File: config.mk
export PLATFORM = sky130hd
export DESIGN_NAME = ola_trigger_sequencer
export DESIGN_NICKNAME = d
export VERILOG_FILES = /design/src/rtl/ola_trigger_sequencer.sv
export SDC_FILE = /design/constraint.sdc
export NUM_CORES = 1
export LEC_CHECK = 0
export ABC_CLOCK_PERIOD_IN_PS = 6800
export BUFFER_PORTS_ARGS = -buffer_cell sky130_fd_sc_hd__buf_4
export CAP_MARGIN = 20
export CORE_ASPECT_RATIO = 2
export CORE_MARGIN = 5
export CORE_UTILIZATION = 45
export DETAILED_ROUTE_END_ITERATION = 6
export GPL_TIMING_DRIVEN = 0
export PLACE_DENSITY = 0.69
export SYNTH_ARGS = -nofsm -noshare
export SYNTH_HDL_FRONTEND = slang
export SYNTH_SLANG_ARGS = --single-unit
File: constraint.sdc
create_clock -name clock -period 6.8 [get_ports clock]
set_input_delay 0.68 -clock clock [delete_from_list [all_inputs] [get_ports clock]]
set_output_delay 0.68 -clock clock [all_outputs]
set_load 0.02 [all_outputs]
File: src/rtl/ola_trigger_sequencer.sv
// ---------------------------------------------------------------------------
// ola_trigger_sequencer : four-stage masked-compare trigger sequencer with a
// one-cycle sample pass-through.                            Revision 1.0
// ---------------------------------------------------------------------------
`default_nettype none

module ola_trigger_sequencer #(
  parameter int width = 8,
  parameter int cntw  = 8
) (
  input  logic             clock,
  input  logic             reset,
  input  logic             in_valid,
  input  logic [width-1:0] in_sample,
  input  logic             cfg_we,
  input  logic [1:0]       cfg_stage,
  input  logic [width-1:0] cfg_mask,
  input  logic [width-1:0] cfg_value,
  input  logic [cntw-1:0]  cfg_count,
  input  logic [1:0]       cfg_last,
  input  logic             arm,
  input  logic             disarm,
  output logic             out_valid,
  output logic [width-1:0] out_sample,
  output logic             out_trigger,
  output logic             armed,
  output logic             fired,
  output logic [1:0]       cur_stage
);

  typedef enum logic [1:0] {
    IDLE  = 2'd0,
    RUN   = 2'd1,
    FIRED = 2'd2
  } state_t;

  state_t           state_q, state_d;
  logic [1:0]       stage_q, stage_d;
  logic [1:0]       last_q, last_d;
  logic [cntw-1:0]  hits_q, hits_d;
  logic [width-1:0] mask_q  [0:3];
  logic [width-1:0] mask_d  [0:3];
  logic [width-1:0] value_q [0:3];
  logic [width-1:0] value_d [0:3];
  logic [cntw-1:0]  count_q [0:3];
  logic [cntw-1:0]  count_d [0:3];
  logic             out_valid_q, out_valid_d;
  logic [width-1:0] out_sample_q, out_sample_d;
  logic             out_trigger_q, out_trigger_d;

  logic             w_match;
  logic [cntw-1:0]  w_need;
  logic [cntw:0]    w_hits_inc;
  logic             w_stage_done;

  assign w_match      = ((in_sample ^ value_q[stage_q]) & mask_q[stage_q]) == '0;
  assign w_need       = (count_q[stage_q] == '0) ? cntw'(1) : count_q[stage_q];
  // One extra bit so hits+1 never wraps, even against a count of 2^cntw-1.
  assign w_hits_inc   = {1'b0, hits_q} + {{cntw{1'b0}}, 1'b1};
  assign w_stage_done = w_hits_inc >= {1'b0, w_need};

  always_comb begin
    state_d       = state_q;
    stage_d       = stage_q;
    last_d        = last_q;
    hits_d        = hits_q;
    out_valid_d   = in_valid;
    out_sample_d  = in_sample;
    out_trigger_d = 1'b0;
    for (int i = 0; i < 4; i++) begin
      mask_d[i]  = mask_q[i];
      value_d[i] = value_q[i];
      count_d[i] = count_q[i];
    end

    // Stage writes land next cycle, so the compare below uses the old values.
    if (cfg_we) begin
      mask_d[cfg_stage]  = cfg_mask;
      value_d[cfg_stage] = cfg_value;
      count_d[cfg_stage] = cfg_count;
    end

    if (disarm) begin
      state_d = IDLE;
      stage_d = 2'd0;
      hits_d  = '0;
    end else if (arm && (state_q != RUN)) begin
      state_d = RUN;
      stage_d = 2'd0;
      hits_d  = '0;
      last_d  = cfg_last;
    end else if ((state_q == RUN) && in_valid) begin
      if (!w_match) begin
        hits_d = '0;
      end else if (!w_stage_done) begin
        hits_d = w_hits_inc[cntw-1:0];
      end else if (stage_q != last_q) begin
        stage_d = stage_q + 2'd1;
        hits_d  = '0;
      end else begin
        state_d       = FIRED;
        hits_d        = '0;
        out_trigger_d = 1'b1;
      end
    end
  end

  always_ff @(posedge clock or posedge reset) begin
    if (reset) begin
      state_q       <= IDLE;
      stage_q       <= 2'd0;
      last_q        <= 2'd0;
      hits_q        <= '0;
      out_valid_q   <= 1'b0;
      out_sample_q  <= '0;
      out_trigger_q <= 1'b0;
      for (int i = 0; i < 4; i++) begin
        mask_q[i]  <= '0;
        value_q[i] <= '0;
        count_q[i] <= '0;
      end
    end else begin
      state_q       <= state_d;
      stage_q       <= stage_d;
      last_q        <= last_d;
      hits_q        <= hits_d;
      out_valid_q   <= out_valid_d;
      out_sample_q  <= out_sample_d;
      out_trigger_q <= out_trigger_d;
      for (int i = 0; i < 4; i++) begin
        mask_q[i]  <= mask_d[i];
        value_q[i] <= value_d[i];
        count_q[i] <= count_d[i];
      end
    end
  end

  assign out_valid   = out_valid_q;
  assign out_sample  = out_sample_q;
  assign out_trigger = out_trigger_q;
  assign armed       = (state_q == RUN);
  assign fired       = (state_q == FIRED);
  assign cur_stage   = stage_q;

endmodule

`default_nettype wire
==> results of run 1 <==
-- where the power goes --
group / internal (W) / switching [W] / total [W]
sequential: 0.000831 / 0.0000650 / 0.000896
combinational: 0.000172 / 0.000149 / 0.000320
clock: 0.000524 / 0.000301 / 0.000825
-- per-layer routing --
layer	global-route usage [%]	part of all wire [%]	vias to the layer above
li1	-	-	1577
met2	35.5	62	70
met1	17.8	33	1796
met5	0	0	-
met4	9.42	3.1	0
met3	4.32	2.5	20
-- synth_stat cells (all sizes together), types with 6 or more instances --
library cell and number:
dfrtp 120, mux2 99, xor2 35, inv 12, ha 9, nand3 9, a21oi 8, clkbuf 8
mux4 8, a222oi 7, a31o 6, and2 6, nand2 6, nor2 6
-- area by class of cell --
cell class                      instances  area, sq um
Tap cell                              147          184
Timing Repair Buffer                   56          440
Clock buffer                           22          474
Buffer                                 12         48.8
Multi-Input combinational cell        246         2360
Fill cell                            1023         5420
Sequential cell                       120         3000
Inverter                               12         50.0
Clock inverter                          9         75.1
-- worst max path at each step --
stage | end | cells past startpoint | slack, ns
floorplan | count_q[0] | 1 | 2.93
global placement | state_q[0] | 2 | 1.69
detailed placement | hits_q[6] | 13 | 2.62
CTS | hits_q[6] | 13 | 2.62
global route | hits_q[3] | 13 | 2.37
finish | hits_q[6] | 13 | 2.58
-- through the flow --
step,util (%),area (sq um),cells,setup slack [ns]
finish,55.1,6640,624,2.58
global route,55.1,6640,624,2.37
CTS,55.1,6640,624,2.62
detailed placement,50.5,6090,593,2.62
global placement,50.2,6050,592,1.69
floorplan,-,5460,390,2.93
-- state kept, by name, indices dropped and copies added (netlist names) --
| name | flops |
|---|---|
| cur_stage | 2 |
| hits_q | 8 |
| out_trigger | 1 |
| mask_q | 32 |
| count_q | 32 |
| out_sample | 8 |
| state_q | 2 |
| out_valid | 1 |
| value_q | 32 |
| last_q | 2 |
-- cell usage in the layout (no fill, tap or decap), types with 2 or more instances in the layout --
| cell | instances |
|---|---|
| a31oi_1 | 2 |
| xor2_1 | 35 |
| a222oi_1 | 7 |
| clkinv_2 | 6 |
| clkinvlp_4 | 2 |
| xnor2_1 | 5 |
| buf_2 | 3 |
| nand3_1 | 9 |
| a22o_1 | 2 |
| and2_1 | 6 |
| nand2b_1 | 5 |
| a21oi_1 | 8 |
| mux4_2 | 8 |
| clkbuf_8 | 3 |
| clkbuf_1 | 10 |
| nor2b_1 | 3 |
| nand3b_1 | 2 |
| inv_1 | 11 |
| nand4_1 | 3 |
| nor2_1 | 6 |
| mux2_2 | 99 |
| a31o_2 | 6 |
| buf_4 | 55 |
| clkbuf_16 | 17 |
| ha_1 | 9 |
| dfrtp_1 | 120 |
| a21o_1 | 3 |
| nand2_1 | 6 |
| o21ai_0 | 3 |
-- critical path: stages (launching register included) --
cell and delay (ns):
dfrtp_1 0.35, buf_2 0.24, buf_2 0.36, mux4_2 0.61, nor4_1 0.42, a41o_1 0.23
ha_1 0.22, nand2b_1 0.14, a21o_1 0.18, a211o_1 0.30, a21o_1 0.20, or2_2 0.31
nor2_1 0.38, a31o_2 0.23
-- kinds of logic after synthesis --
kind of cell	count (synthesis)	synth area share (%)
xor+xnor	40	6.42
fa+ha+maj	9	2.06
simple gates	47	4.84
mux	107	23.7
flops	120	55.0
buf+inv	24	1.72
compound gates	43	6.19
==> parameters.txt, run 1 <==
Parameter                              Value

Synthesis
  Area fraction of the dominant cell type after synthesis    55.0%
  Post-synthesis net count    441
  Seq/Total Area, Yosys    55.0%
  Number of flops mapped to enable cells by yosys    0
  Yosys cell types    44
  Synthesis-stage register bit count    120
  Synthesis warning total    0
  Leading post-synthesis cells by cell area    dfrtp_1 55%, mux2_2 20%, xor2_1 5.6%
  Post-synth top area cell    dfrtp_1
  Area of the mapped netlist    5460 sq um
  Asr flop ratio synth    100%
  Most used flip-flop cell after synthesis    dfrtp_1
  Count of mapped cells out of synthesis    390
  Mean area per synthesized cell    14.0 sq um

Floorplan
  Height of the die    166 microns
  Core Box Area    12100 sq um
  Ports    56
  Horizontal die dimension    87.9 microns
  # rows    57
  Initial core utilization    45.3%
  Area of the die    14600 sq um

Timing
  Number of max-slew violations in the final report    0
  Setup violation total in the final timing report    0
  Final clock skew    0.00586 ns
  Total negative slack for setup checks    0 ns
  Worst Max-Slew Pin Slew    1.02 ns
  Fin crit share    62.0%
  Slew HR    32.0%
  Setup repair after global routing missed its margin    false
  Min cycle time layout    4.22 ns
  Worst hold slack across all endpoints    0.328 ns
  Fmax    237 MHz
  Hold Fails Final Rpt    0

Pwr
  Leakage    2.99 nW
  Total power after layout    0.00204 W
  PwrDens    308 nW/um^2
  Worst vdd rail ir drop    0.000326 V

Global route
  Total congestion overflow    0
  GRT Overall Usage    18.8%
  Largest net degree at the start of global routing    65
  Number of antenna violations at the first check in global routing    0
  Via count of the first global-routing pass    3970
  Wire length of the first global-routing pass    20400 microns

Setup path
  Launching element of the worst setup path    cur_stage[0]
  Sort of element at the start of the critical path    flop
  Reg-to-reg endpoint    hits_q[6]
  R2r setup slk    2.58 ns
  CP Capture Type    flop
  Critical path arrival    4.56 ns
  Startpoint of the lowest-slack register-to-register path    cur_stage[0]
  Class of the most critical setup path    reg2reg
  Cell count of the worst reg-to-reg path    13
  Data required time at the worst endpoint    7.15 ns
  CP Max Fanout    10

CTS
  Hold-fix buffer count after cts    0
  Total number of H-tree levels    4
  Clk root buf    clkbuf_16
  Clock transition at path regs    0.05 ns
  Insertion delay of the later-clocked pin in the worst-skew pair    0.41 ns
  Post-cts repair resize count    0
  Setup Fix Bufs, Post-CTS    0
  Maximum clock path buffer count    2
  Clock net sink count    120
  CTS tree    built
  Total CTS buffers    17

Place
  Number of buffer cells added on primary ports    55
  Placer congestion estimate    0.805
  Dpl hpwl    9470 microns

Route
  Initial DRC Count    183
  Detailed-route wire length    12600 microns
  Number of detailed-route iterations in the first pass    4
  Number of nets still failing antenna checks after routing    0
  Total DRC errors in the routed layout    0
  Via count    3463
  Wire length per cell    20.1 microns
  Per-cell via count in the routed design    5.55

Finish
  Growth of design area from synthesis to finish    21.6%
  Ratio of cells with drive above 1 in the final layout    43.0%
  Antenna diode count    0
  Total number of nets in the final design    516

Hold path
  Path category of the worst min-delay check    in2async

Job
  Max-capacitance violation count    0

Run status
  Status    complete, no violations
Note: power is estimated with default switching activity, not from simulation.
==> inputs of run 2 (changes only) <==
- ABC_AREA: unset -> 1
- ABC_CLOCK_PERIOD_IN_PS: 6800 -> 4100
- PLACE_DENSITY: 0.69 -> 0.68
- clock period: 6.8 -> 4.1 ns (I/O delays scaled with it)
==> run 2 against run 1 <==
- cell area is 5.0% higher
- area after synthesis up 4.2%
- final cell count rose by 52%
- setup slack lost 1.7 ns
- clock skew rose by 0.0018 ns
- flip-flop and latch count is the same
- hold slack got worse by 0.21 ns
- via count is 48% higher
- highest routed layer unchanged
- sequential power up 61%
- core utilization increased by 0.78 points
- synthesized cell count rose by 82%
- total power increased by 73%
==> parameters.txt, run 2 <==
Parameter                              Value

Run status
  Status    complete, no violations

Finish
  Final Core Density    55.8%
  Antenna diode count    0
  Ratio of cells with drive above 1 in the final layout    13.8%
  Non-Filler Cell Area, Final    6970 sq um
  Highest-count cells in the layout ignoring fill and taps    276 x nand2_1, 120 x dfrtp_1, 101 x o21ai_0
  Growth of design area from synthesis to finish    22.6%
  Registers with the most flip-flops    count_q: 32 flops, mask_q: 32 flops, value_q: 32 flops
  Total number of nets in the final design    835
  Leading cell type in the layout, fill and taps excluded    nand2_1
  # fillers    1163

Hold path
  Path category of the worst min-delay check    in2reg
  Cell count of the worst hold path    1
  Source of the worst hold timing path    in_valid
  Worst Hold Path EP    out_valid

CTS
  Clk root buf    clkbuf_16
  Maximum clock path buffer count    2
  Post-cts repair resize count    0
  Clock net sink count    120
  Clock transition at path regs    0.06 ns
  Total CTS buffers    17
  Insertion delay of the later-clocked pin in the worst-skew pair    0.41 ns
  Total number of H-tree levels    4
  Hold-fix buffer count after cts    1
  CTS tree    built
  Setup Fix Bufs, Post-CTS    0

Floorplan
  Horizontal die dimension    89.5 microns
  Core Box Area    12500 sq um
  Initial core utilization    45.6%
  Ports    56
  Height of the die    169 microns
  Area of the die    15100 sq um
  # rows    58

Global route
  Largest net degree at the start of global routing    82
  Total congestion overflow    0
  Wire length of the first global-routing pass    26600 microns
  GRT Overall Usage    23.5%
  Via count of the first global-routing pass    5328
  Number of antenna violations at the first check in global routing    0

Setup path
  Sort of element at the start of the critical path    flop
  Critical path arrival    3.55 ns
  Buffering stage count on the worst path with inverters included    3
  Cell count of the worst reg-to-reg path    14
  Max stage delay cell, worst path    dfrtp_1
  Launching element of the worst setup path    cur_stage[1]
  Reg-to-reg endpoint    hits_q[1]
  Chain of cells forming the critical path    clkinv_1 > clkbuf_1 > a21oi_1 > a32o_1 > nand4_1 > o21ai_0 > ha_1 > nand3_1 > nor3_1 > nor3_1 > nand3_1 > inv_1 > nand2_2 > o22ai_1
  R2r setup slk    0.88 ns
  Startpoint of the lowest-slack register-to-register path    cur_stage[1]
  Data required time at the worst endpoint    4.43 ns
  CP Max Fanout    10
  Delay of the slowest critical-path stage    0.45 ns
  CP Capture Type    flop
  Class of the most critical setup path    reg2reg
  Dominant delay contributor by cell family on the critical path    buffers and inverters

Timing
  Fin crit share    78.7%
  Number of max-slew violations in the final report    0
  Min cycle time layout    3.22 ns
  Setup violation total in the final timing report    0
  Fmax    310 MHz
  Hold Fails Final Rpt    0
  Setup ws final    0.875 ns
  Worst Max-Slew Pin Slew    0.690 ns
  Slew HR    54.0%
  Final clock skew    0.00764 ns
  Setup repair after global routing missed its margin    false

Synthesis
  Seq/Total Area, Yosys    52.8%
  Count leader, synth    nand2_1
  Post-synthesis net count    759
  Count of mapped cells out of synthesis    708
  Area of the mapped netlist    5690 sq um
  Asr flop ratio synth    100%
  Leading post-synthesis cells by cell area    dfrtp_1 53%, nand2_1 18%, o21ai_0 8.9%
  Synthesis warning total    0
  Yosys cell types    29
  Mean area per synthesized cell    8.03 sq um
  Synthesis-stage register bit count    120
  Most used flip-flop cell after synthesis    dfrtp_1
  Cell types with the highest counts after synthesis    276 x nand2_1, 120 x dfrtp_1, 101 x o21ai_0
  Area fraction of the dominant cell type after synthesis    52.8%
  Post-synth top area cell    dfrtp_1
  Number of flops mapped to enable cells by yosys    0

Place
  Placer congestion estimate    0.889
  Dpl hpwl    11900 microns
  Number of buffer cells added on primary ports    55
  Worst slack at placement    0.965 ns
  Placed cell area    6320 sq um

Route
  Detailed-route wire length    16500 microns
  Number of detailed-route iterations in the first pass    7
  Total DRC errors in the routed layout    0
  Via count    5118
  Wire length per cell    17.4 microns
  Initial DRC Count    327
  Number of nets still failing antenna checks after routing    0
  Per-cell via count in the routed design    5.40

Pwr
  PwrDens    507 nW/um^2
  Total power after layout    0.00354 W
  Worst vdd rail ir drop    0.000370 V
  Leakage    3.64 nW

Job
  Max-capacitance violation count    0
run 2: cell count changes after synthesis, moves of 7 or more:
cell	previous run	this run
nor2_1	6	16
nand2_1	6	276
mux4_2	8	0
nand3_1	9	35
a32o_1	0	8
o21ai_0	3	101
xor2_1	35	7
mux2_2	99	2
inv_1	12	60
clkbuf_1	8	19
a222oi_1	7	0
run 2: worst max-delay path by stage:
stage                  to  slack [ns]  cells past startpoint
5_1_grt         hits_q[1]        0.64                     14
3_5_place_dp    hits_q[3]        0.96                     14
3_3_place_gp    mask_q[4]       -0.68                      2
6_report        hits_q[1]        0.88                     14
4_1_cts         hits_q[3]        0.93                     14
2_1_floorplan  count_q[0]        0.50                      1
run 2: layout make-up:
type	count	area [sq um]	area share [%]
Multi-Input combinational cell	493	2280	32.8
Sequential cell	120	3000	43.1
Clock inverter	12	173	2.48
Clock buffer	20	467	6.70
Inverter	62	240	3.45
Buffer	33	165	2.37
Tap cell	150	188	2.69
Timing Repair Buffer	57	450	6.46
run 2: layer usage:
metal | GRT usage [%] | up-vias | part of all wire (%)
li1 | - | 2424 | -
met1 | 24.5 | 2456 | 35
met2 | 40.6 | 186 | 54
met3 | 5.16 | 52 | 4.7
met4 | 15.5 | 0 | 6.5
met5 | 0 | - | 0
run 2: cells by family (layout without fill, tap and decap cells):
family,count (synthesis),count (layout),synth area share [%]
DFF,120,120,52.8
muxes,2,2,0.396
xor gates and xnor gates,7,7,1.08
adders and majority gates,9,9,1.98
and+or+nand+nor,344,344,24.3
buffers and inverters,95,184,7.04
AOI/OAI and AO/OA,131,131,12.4
run 2: stage by stage:
step	std cells	setup TNS (ns)	hold slack [ns]
final	947	0	0.115
after global routing	947	0	0.104
after CTS	947	0	0.105
after detailed placement	914	0	0.439
after global placement	913	-80.57	0.466
after floorplan	708	0	0.441
run 2: report_power, final:
part	leakage, nW	internal, W	switching [W]	total, W
combinational	1.82	0.000186	0.000306	0.000492
clock	0.312	0.00106	0.000543	0.00160
sequential	1.51	0.00135	0.0000921	0.00144
total	3.64	0.00260	0.000940	0.00354
